File: src/rtl/bnn_uart_rx.sv
// bnn_uart_rx: oversampled 8N1 UART receiver with byte FIFO.
// Feeds the BNN controller loader over a valid/ready byte stream.
module bnn_uart_rx #(
  parameter int OVERSAMPLE = 16,
  parameter int DATA_BITS  = 8,
  parameter int FIFO_DEPTH = 4,
  parameter int CTS_FREE   = 2
) (
  input  logic                 clk,
  input  logic                 rst_n,
  input  logic                 baud_clk,
  input  logic                 UART_Rx,
  output logic                 UART_CTS,
  output logic [DATA_BITS-1:0] rx_data,
  output logic                 rx_valid,
  input  logic                 rx_ready,
  output logic                 frame_err,
  output logic                 overflow
);

  localparam int TW = $clog2(OVERSAMPLE);
  localparam int BW = $clog2(DATA_BITS);
  localparam int AW = $clog2(FIFO_DEPTH);
  localparam int PW = AW + 1;

  localparam logic [TW-1:0] HALF_M1 = TW'(OVERSAMPLE / 2 - 1);
  localparam logic [TW-1:0] LAST    = TW'(OVERSAMPLE - 1);
  localparam logic [BW-1:0] LAST_B  = BW'(DATA_BITS - 1);
  localparam logic [PW-1:0] DEPTH_W = PW'(FIFO_DEPTH);
  localparam logic [PW-1:0] CTS_W   = PW'(CTS_FREE);

  typedef enum logic [1:0] {
    IDLE,
    START,
    DATA,
    STOP
  } state_t;

  logic [1:0] baud_sync;
  logic [1:0] rx_sync;
  logic       baud_prev;
  logic       tick;
  logic       rx_s;
  logic       rx_prev;
  logic       armed;

  state_t               state;
  logic [TW-1:0]        tick_cnt;
  logic [BW-1:0]        bit_cnt;
  logic [DATA_BITS-1:0] shreg;

  logic [DATA_BITS-1:0] mem [FIFO_DEPTH];
  logic [PW-1:0]        wr_ptr;
  logic [PW-1:0]        rd_ptr;
  logic [PW-1:0]        count;
  logic [PW-1:0]        free;
  logic                 full;
  logic                 stop_tick;
  logic                 good;
  logic                 push;
  logic                 pop;

  assign rx_s = rx_sync[1];

  // Synchronise both async inputs and turn baud_clk rises into ticks.
  always_ff @(posedge clk) begin
    if (rst_n) begin
      baud_sync <= 2'b11;
      rx_sync   <= 2'b11;
      baud_prev <= 1'b1;
      tick      <= 1'b0;
    end else begin
      baud_sync <= {baud_sync[0], baud_clk};
      rx_sync   <= {rx_sync[0], UART_Rx};
      baud_prev <= baud_sync[1];
      tick      <= baud_sync[1] & ~baud_prev;
    end
  end

  // Deframing FSM; armed blocks a line that was low out of reset.
  always_ff @(posedge clk) begin
    if (rst_n) begin
      state     <= IDLE;
      tick_cnt  <= '0;
      bit_cnt   <= '0;
      shreg     <= '0;
      rx_prev   <= 1'b1;
      armed     <= 1'b0;
      frame_err <= 1'b0;
    end else begin
      frame_err <= 1'b0;
      if (tick) begin
        rx_prev <= rx_s;
        if (rx_s) armed <= 1'b1;
        unique case (state)
          IDLE: begin
            if (armed && rx_prev && !rx_s) begin
              state    <= START;
              tick_cnt <= '0;
            end
          end
          START: begin
            if (tick_cnt == HALF_M1) begin
              tick_cnt <= '0;
              bit_cnt  <= '0;
              state    <= rx_s ? IDLE : DATA;
            end else begin
              tick_cnt <= tick_cnt + TW'(1);
            end
          end
          DATA: begin
            if (tick_cnt == LAST) begin
              shreg[bit_cnt] <= rx_s;
              tick_cnt       <= '0;
              if (bit_cnt == LAST_B) begin
                bit_cnt <= '0;
                state   <= STOP;
              end else begin
                bit_cnt <= bit_cnt + BW'(1);
              end
            end else begin
              tick_cnt <= tick_cnt + TW'(1);
            end
          end
          STOP: begin
            if (tick_cnt == LAST) begin
              tick_cnt  <= '0;
              state     <= IDLE;
              frame_err <= ~rx_s;
            end else begin
              tick_cnt <= tick_cnt + TW'(1);
            end
          end
        endcase
      end
    end
  end

  assign stop_tick = tick && (state == STOP) && (tick_cnt == LAST);
  assign good      = stop_tick & rx_s;
  assign rx_valid  = (wr_ptr != rd_ptr);
  assign full      = (wr_ptr[AW] != rd_ptr[AW]) &&
                     (wr_ptr[AW-1:0] == rd_ptr[AW-1:0]);
  assign pop       = rx_valid & rx_ready;
  assign push      = good & (~full | pop);
  assign count     = wr_ptr - rd_ptr;
  assign free      = DEPTH_W - count;
  assign rx_data   = mem[rd_ptr[AW-1:0]];

  // Show-ahead FIFO storage and pointers.
  always_ff @(posedge clk) begin
    if (rst_n) begin
      wr_ptr <= '0;
      rd_ptr <= '0;
      mem    <= '{default: '0};
    end else begin
      if (push) begin
        mem[wr_ptr[AW-1:0]] <= shreg;
        wr_ptr              <= wr_ptr + PW'(1);
      end
      if (pop) rd_ptr <= rd_ptr + PW'(1);
    end
  end

  // Sticky overflow and registered host flow control.
  always_ff @(posedge clk) begin
    if (rst_n) begin
      overflow <= 1'b0;
      UART_CTS <= 1'b0;
    end else begin
      if (good && full && !pop) overflow <= 1'b1;
      UART_CTS <= (free >= CTS_W);
    end
  end

endmodule

File: config.mk
export PLATFORM = sky130hd
export DESIGN_NAME = bnn_uart_rx
export DESIGN_NICKNAME = d
export VERILOG_FILES = /design/src/rtl/bnn_uart_rx.sv
export SDC_FILE = /design/constraint.sdc
export NUM_CORES = 1
export LEC_CHECK = 0
export BUFFER_PORTS_ARGS = -buffer_cell sky130_fd_sc_hd__buf_2
export CORE_MARGIN = 2
export CORE_UTILIZATION = 25
export DETAILED_ROUTE_END_ITERATION = 8
export HOLD_SLACK_MARGIN = 0.06
export PLACE_DENSITY = 0.48
export SLEW_MARGIN = 20
export SYNTH_ARGS = -nofsm -noshare
export SYNTH_HDL_FRONTEND = slang
export SYNTH_SLANG_ARGS = --single-unit
File: constraint.sdc
create_clock -name clk -period 4.22 [get_ports clk]
set_clock_uncertainty 0.05 [all_clocks]
set_input_delay 0.422 -clock clk [delete_from_list [all_inputs] [get_ports clk]]
set_output_delay 0.422 -clock clk [all_outputs]
set_load 0.03 [all_outputs]
Word level (Yosys, flattened, before mapping)
Cells that the tools add are included.
W data, S select, Z words.
{ "word_totals": {"elab_cells": 102, "output_inout_bits": 12, "register_bits": 66} }
{ "classes": {"n_reduce_logical": 20, "add_sub_neg": 6, "order_cmp": 6, "muxes": 24, "bitwise": 13, "n_eq_ne": 14} }
{ "op_table": {"columns": ["operator", "count"], "rows": [
  ["$bwmux W32", 1],
  ["$mux W8", 3],
  ["$bmux W8 S2", 1],
  ["$demux W8 S2", 1],
  ["$mux W2", 6],
  ["$mux W4", 3],
  ["$pmux W4 S3", 1],
  ["$ne A2 B2 Y1 const B", 5],
  ["$add A3 B1 Y3 const B", 3],
  ["$logic_and A1 B1 Y1", 9],
  ["$mux W3", 3],
  ["$bwmux W8", 1],
  ["$pmux W2 S4", 1],
  ["$ge A3 B3 Y1 const B", 2],
  ["$not A1 Y1", 6],
  ["$not A2 Y3", 2],
  ["$pmux W3 S2", 1],
  ["$reduce_and A6 Y1", 1],
  ["$add A4 B1 Y4 const B", 1],
  ["$and A1 B1 Y1", 4],
  ["$eq A2 B2 Y1 const B", 2],
  ["$eq A4 B3 Y1 const B", 1],
  ["$eq A4 B4 Y1 const B", 1],
  ["$lt A3 B4 Y1 const B", 1],
  ["other kinds (21)", 23]
]} }

Logic depth before layout (Yosys ltp)
{ "depth": {"word_depth": 6, "depth_mapped": 9} }

Least setup slack after synthesis
No wires, ideal clock.
{ "synth_path": {"kind": "reg2reg", "from": "reg rd_ptr[0]", "to": "reg mem[16] (netlist name)", "path_stages_with_launch": 9, "arrival_time_ns": 1.777, "path_buffers": 2, "required_time_ns": 4.098, "setup_slack_ns": 2.321, "path_cell_list": "dfxtp_1 buf_2 inv_1 ha_1 nand3b_1 nor2_1 nor3b_1 buf_4 mux2i_1"} }
{ "synth_between": {"elab_chain_cells": 5, "elab_cells_between_ends": 7} }
{ "synth_lines": {"columns": ["item", "line_no", "source"], "rows": [
  ["start: declaration", "54", "logic [PW-1:0] rd_ptr;"],
  ["start signal: assignment", "161", "if (pop) rd_ptr <= rd_ptr + PW'(1);"],
  ["$eq A2 B2 Y1", "143", "(wr_ptr[AW-1:0] == rd_ptr[AW-1:0]);"],
  ["$logic_and A1 B1 Y1", "142", "assign full = (wr_ptr[AW] != rd_ptr[AW]) &&"],
  ["$not A1 Y1", "145", "assign push = good & (~full | pop);"],
  ["$or A1 B1 Y1 (*)", "145", null],
  ["$and A1 B1 Y1 (*)", "145", null],
  ["end signal: indexed assignment", "158", "mem[wr_ptr[AW-1:0]] <= shreg;"],
  ["end: declaration", "52", "logic [DATA_BITS-1:0] mem [FIFO_DEPTH];"]
]} }
Every way passes the cells marked *; elsewhere a longest branch is shown, timed or not.
A chain may end at the register's enable or synchronous reset.

Worst setup path after layout
{ "layout_path": {"from": "reg rd_ptr[0]", "to": "reg mem[13] (netlist name)"} }
The elaborated chain is that of the path after synthesis.

==> results <==
- The flow ran to the end, and the final reports show no timing, DRC or antenna violations.
- The worst setup path category is flip-flop to flip-flop.
- The part of the power in registers is 0.458.
- The endpoint class of the critical path is a flip-flop.
- In this design, the stage delay of the slowest critical-path cell is between 0.7 and 0.8 ns.
- The post-cts hold buffer count is 0.
- The floorplan step defined a core boundary enclosing roughly 12000 um2.
- The clock net in this run drives a total of between 60 and 70 sinks.
- The netlist area before placement is 3030 um2.
- The number of global-route vias before repair came to 2053.
- Summed over all layers, the routed wires come to between 6000 and 7000 um.
- Across the run, the number of max-cap violations was 0.
- Synthesis handed over a netlist of 292 instances.
- The clock transition at the register clock pins on the worst setup and hold paths after CTS is 0.06 ns.
- Of the cells placed in the final design, the portion with a size suffix greater than 1 is 0.172.
- TritonCTS built the clock tree.
- In this run the number of H-tree levels came out at 3.
- The critical path required time is approximately 4.4 ns.
- Synthesis produced a netlist with a net count of roughly 310.
- Clock tree synthesis selected as its root buffer the cell sky130_fd_sc_hd__clkbuf_16.
- Walking the worst path, the cells encountered are inv_1, ha_1, nand3b_1, o2111ai_2, nand3b_1, o21ai_1.
- The residual DRC count is 0.
- The number of synthesis warnings is 0.
- For this run, asynchronously set or reset flops after synthesis account for 0.
- The maximum frequency from static timing analysis is just over 400 MHz.
- The proportion of synthesized chip area in sequential cells is 0.436.
- After clock tree synthesis, the setup repair step added 0 buffers.
- The HPWL after detailed placement is approximately 3900 um.
- The total power after layout is 1370 uW.
- For this design the total switching power over the nets is 280 uW.
- For this run, the leading register cell type out of synthesis is sky130_fd_sc_hd__dfxtp_1.
- The cell class contributing the biggest share of worst-path delay is compound AO/OA/AOI/OAI gates.
- Yosys mapped a number of flops with a built-in enable equal to 0.
- The count of standard-cell rows is 40.
- Setup violations remaining at the end of the flow were counted as 0.
- The leakage power figure is 0.00121 uW.
- After synthesis the netlist holds a flip-flop and latch count of between 60 and 70.
- For the finished layout, the period the worst path requires is roughly 2.4 ns.
- The worst-case clock buffer depth is 2.
- The number of antenna cells inserted is 0.
- The routed wirelength normalized by instance count is approximately 13 um.
- At the end of routability-driven placement, the weighted congestion stood at 0.720.
- The part of the power in the clock network is 0.525.
- Together, buffers and inverters on the worst path number 1.
- Entering global routing, the biggest net connects a little over 70 pins.
- The total via count after detailed routing is 2072.
- For this run, the detailed router's first-pass iteration total came to 4.
- The total global routing track utilization is 0.104.
- The internal power is between 1000 and 1500 uW.
- The mean instance size in the synthesized netlist is ~10 um2.
- The largest area contributor in the synthesized netlist is sky130_fd_sc_hd__dfxtp_1.
- In this run the worst path has a maximum fanout of 16.
- The transition at the pin with the smallest max-transition slack is between 0.6 and 0.7 ns.
- In this run the horizontal extent of the chip is between 100 and 150 um.
- IR analysis of the VDD net gives a maximum drop of around 0.21 mV.
- The clock latency at the later pin of the worst-skew pair is around 0.32 ns.
- For this design, the slowest cell found on the critical path is sky130_fd_sc_hd__dfxtp_1.
- In the post-synthesis netlist, the biggest area contributors are sky130_fd_sc_hd__dfxtp_1 (44%), sky130_fd_sc_hd__mux2i_1 (8.9%), sky130_fd_sc_hd__mux4_2 (5.9%).
- The number of max-slew violations in the final report is 0.
- The count of input and output buffers is 16.
- The number of antenna violations at the first check in global routing was 0.
- The aggregate negative setup slack is 0 ns.
- The critical path arrival is approximately 2.6 ns.
- The path class of the tightest hold or removal check is input pin to flip-flop.
- Headroom to the max-slew limit came out at 0.539.
- The number of hold violations in the final report was 0.
- The most frequent cell after synthesis is sky130_fd_sc_hd__dfxtp_1.
- Ranked by instance count, the synthesized netlist is headed by sky130_fd_sc_hd__dfxtp_1 (66), sky130_fd_sc_hd__nand2b_1 (28), sky130_fd_sc_hd__mux2i_1 (27).
- The first global-routing pass estimated approximately 10000 um of wire.
- The area overhead of the layout relative to synthesis is 15.6%.
- Counting stages on the worst path, the most repeated cell is sky130_fd_sc_hd__nand3b_1.
- The nature of the critical path startpoint is a flip-flop.
- The initial standard-cell utilization of the core is 0.255.
- The switching share of power is 0.204.
- The netlist uses 45 different library cells.
- The via density per instance is ~4.6.
- The worst-case register-to-register setup slack is between 1.5 and 2 ns.
- The number of clock buffers added by TritonCTS is 9.
- The number of nets at the end of the flow is ~320.
- The part of the power in combinational logic is 0.018.
- Post-CTS repair changed the size of 0 cells.
- The ratio of total power to cell area is 392 nW/um2.
- The total grt overflow is 0.
- The height of the chip is 114 um.
- The violation count after the first detailed-routing iteration is a little under 100.
- The top-level port count is 17.
- Dividing the final minimum period by the clock period gives 0.572.
- Setup repair after global routing left no endpoint under its margin.
- The remaining number of nets flagged by the antenna check after routing is 0.
- The share of synthesized area in the top cell type comes to 0.436.
- The floorplan die area is around 13000 um2.
## placed cells by master (no fill, tap or decap), types with 8 or more instances in the layout
| cell | Yosys | layout |
|---|---|---|
| sky130_fd_sc_hd__dfxtp_1 | 66 | 66 |
| sky130_fd_sc_hd__nand2b_1 | 28 | 28 |
| sky130_fd_sc_hd__mux2i_1 | 27 | 27 |
| sky130_fd_sc_hd__nand3b_1 | 22 | 22 |
| sky130_fd_sc_hd__nor2_1 | 19 | 19 |
| sky130_fd_sc_hd__o21ai_1 | 17 | 17 |
| sky130_fd_sc_hd__buf_2 | 3 | 15 |
| sky130_fd_sc_hd__ha_1 | 11 | 11 |
| sky130_fd_sc_hd__clkbuf_16 | 0 | 9 |
| sky130_fd_sc_hd__mux4_2 | 8 | 8 |
| sky130_fd_sc_hd__nor3b_1 | 8 | 8 |
## cells by family (layout without fill, tap and decap cells)
family,after synthesis,count (layout),share of synthesized area
AND/OR/NAND/NOR,114,114,0.227
multiplexers,37,37,0.156
flip-flops,66,66,0.436
buffers and inverters,22,38,0.0371
adder cells (fa/ha/maj),11,11,0.0454
XOR/XNOR,7,7,0.0227
AO/OA/AOI/OAI,35,35,0.0759
## metrics by stage
stage | hold slack (ns) | utilization | cell area, um2 | cells | setup WS, ns
final | 0.230 | 0.294 | 3500 | 455 | 1.81
after detailed placement | 0.332 | 0.270 | 3210 | 439 | 1.79
after floorplan | 0.323 | - | 3030 | 292 | 2.32
after CTS | 0.215 | 0.294 | 3500 | 455 | 1.76
after global routing | 0.223 | 0.294 | 3500 | 455 | 1.51
after global placement | 0.333 | 0.270 | 3210 | 439 | 1.87
## worst reg2reg max path, delay by kind of cell (launching register included)
kind | cells | cell delay (ns)
compound gates | 2 | 0.72
flops | 1 | 0.71
fa+ha+maj | 1 | 0.36
simple gates | 2 | 0.33
buf+inv | 1 | 0.16
## final cells by class
cell class,count,area (um2)
Clock buffer,11,233
Clock inverter,5,55.1
Fill cell,1235,8410
Inverter,4,15.0
Multi-Input combinational cell,204,1600
Sequential cell,66,1320
Tap cell,147,184
Timing Repair Buffer,18,97.6
## registers in the layout, summed over array words and instances, names as in the netlist, named ones only
name and flops:
rd_ptr 3, shreg 8, rx_sync 2, mem 32
armed 1, state 1, overflow 1, rx_prev 1
UART_CTS 1, baud_sync 2, tick_cnt 4, baud_prev 1
wr_ptr 3, bit_cnt 3, tick 1, frame_err 1
## power groups by stage
stage | clock network (uW) | registers (uW) | logic (uW)
2_1_floorplan | 0 | 642 | 17.7
3_3_place_gp | 0 | 642 | 24.3
3_5_place_dp | 0 | 642 | 24.6
4_1_cts | 749 | 628 | 24.6
5_1_grt | 770 | 628 | 26.7
6_report | 720 | 628 | 24.0
## per-layer routing
layer | wire length, um | up-vias | track usage
met5 | 0 | - | 0
met4 | 83 | 0 | 0.0415
met3 | 190 | 6 | 0.0365
met2 | 2900 | 21 | 0.168
met1 | 2930 | 995 | 0.127
li1 | - | 1050 | -
## worst paths after layout
path	start	endpoint	cells after the start
setup / recovery	rd_ptr[0]$_SDFFE_PP0P_	mem[13]$_SDFFE_PP0P_	6
hold / removal	UART_Rx	rx_sync[0]$_SDFF_PP1_	2
setup reg to reg	rd_ptr[0]$_SDFFE_PP0P_	mem[13]$_SDFFE_PP0P_	6
hold reg to reg	baud_prev$_SDFF_PP1_	tick$_SDFF_PP0_	1
Power figures use the tool's default switching activity.
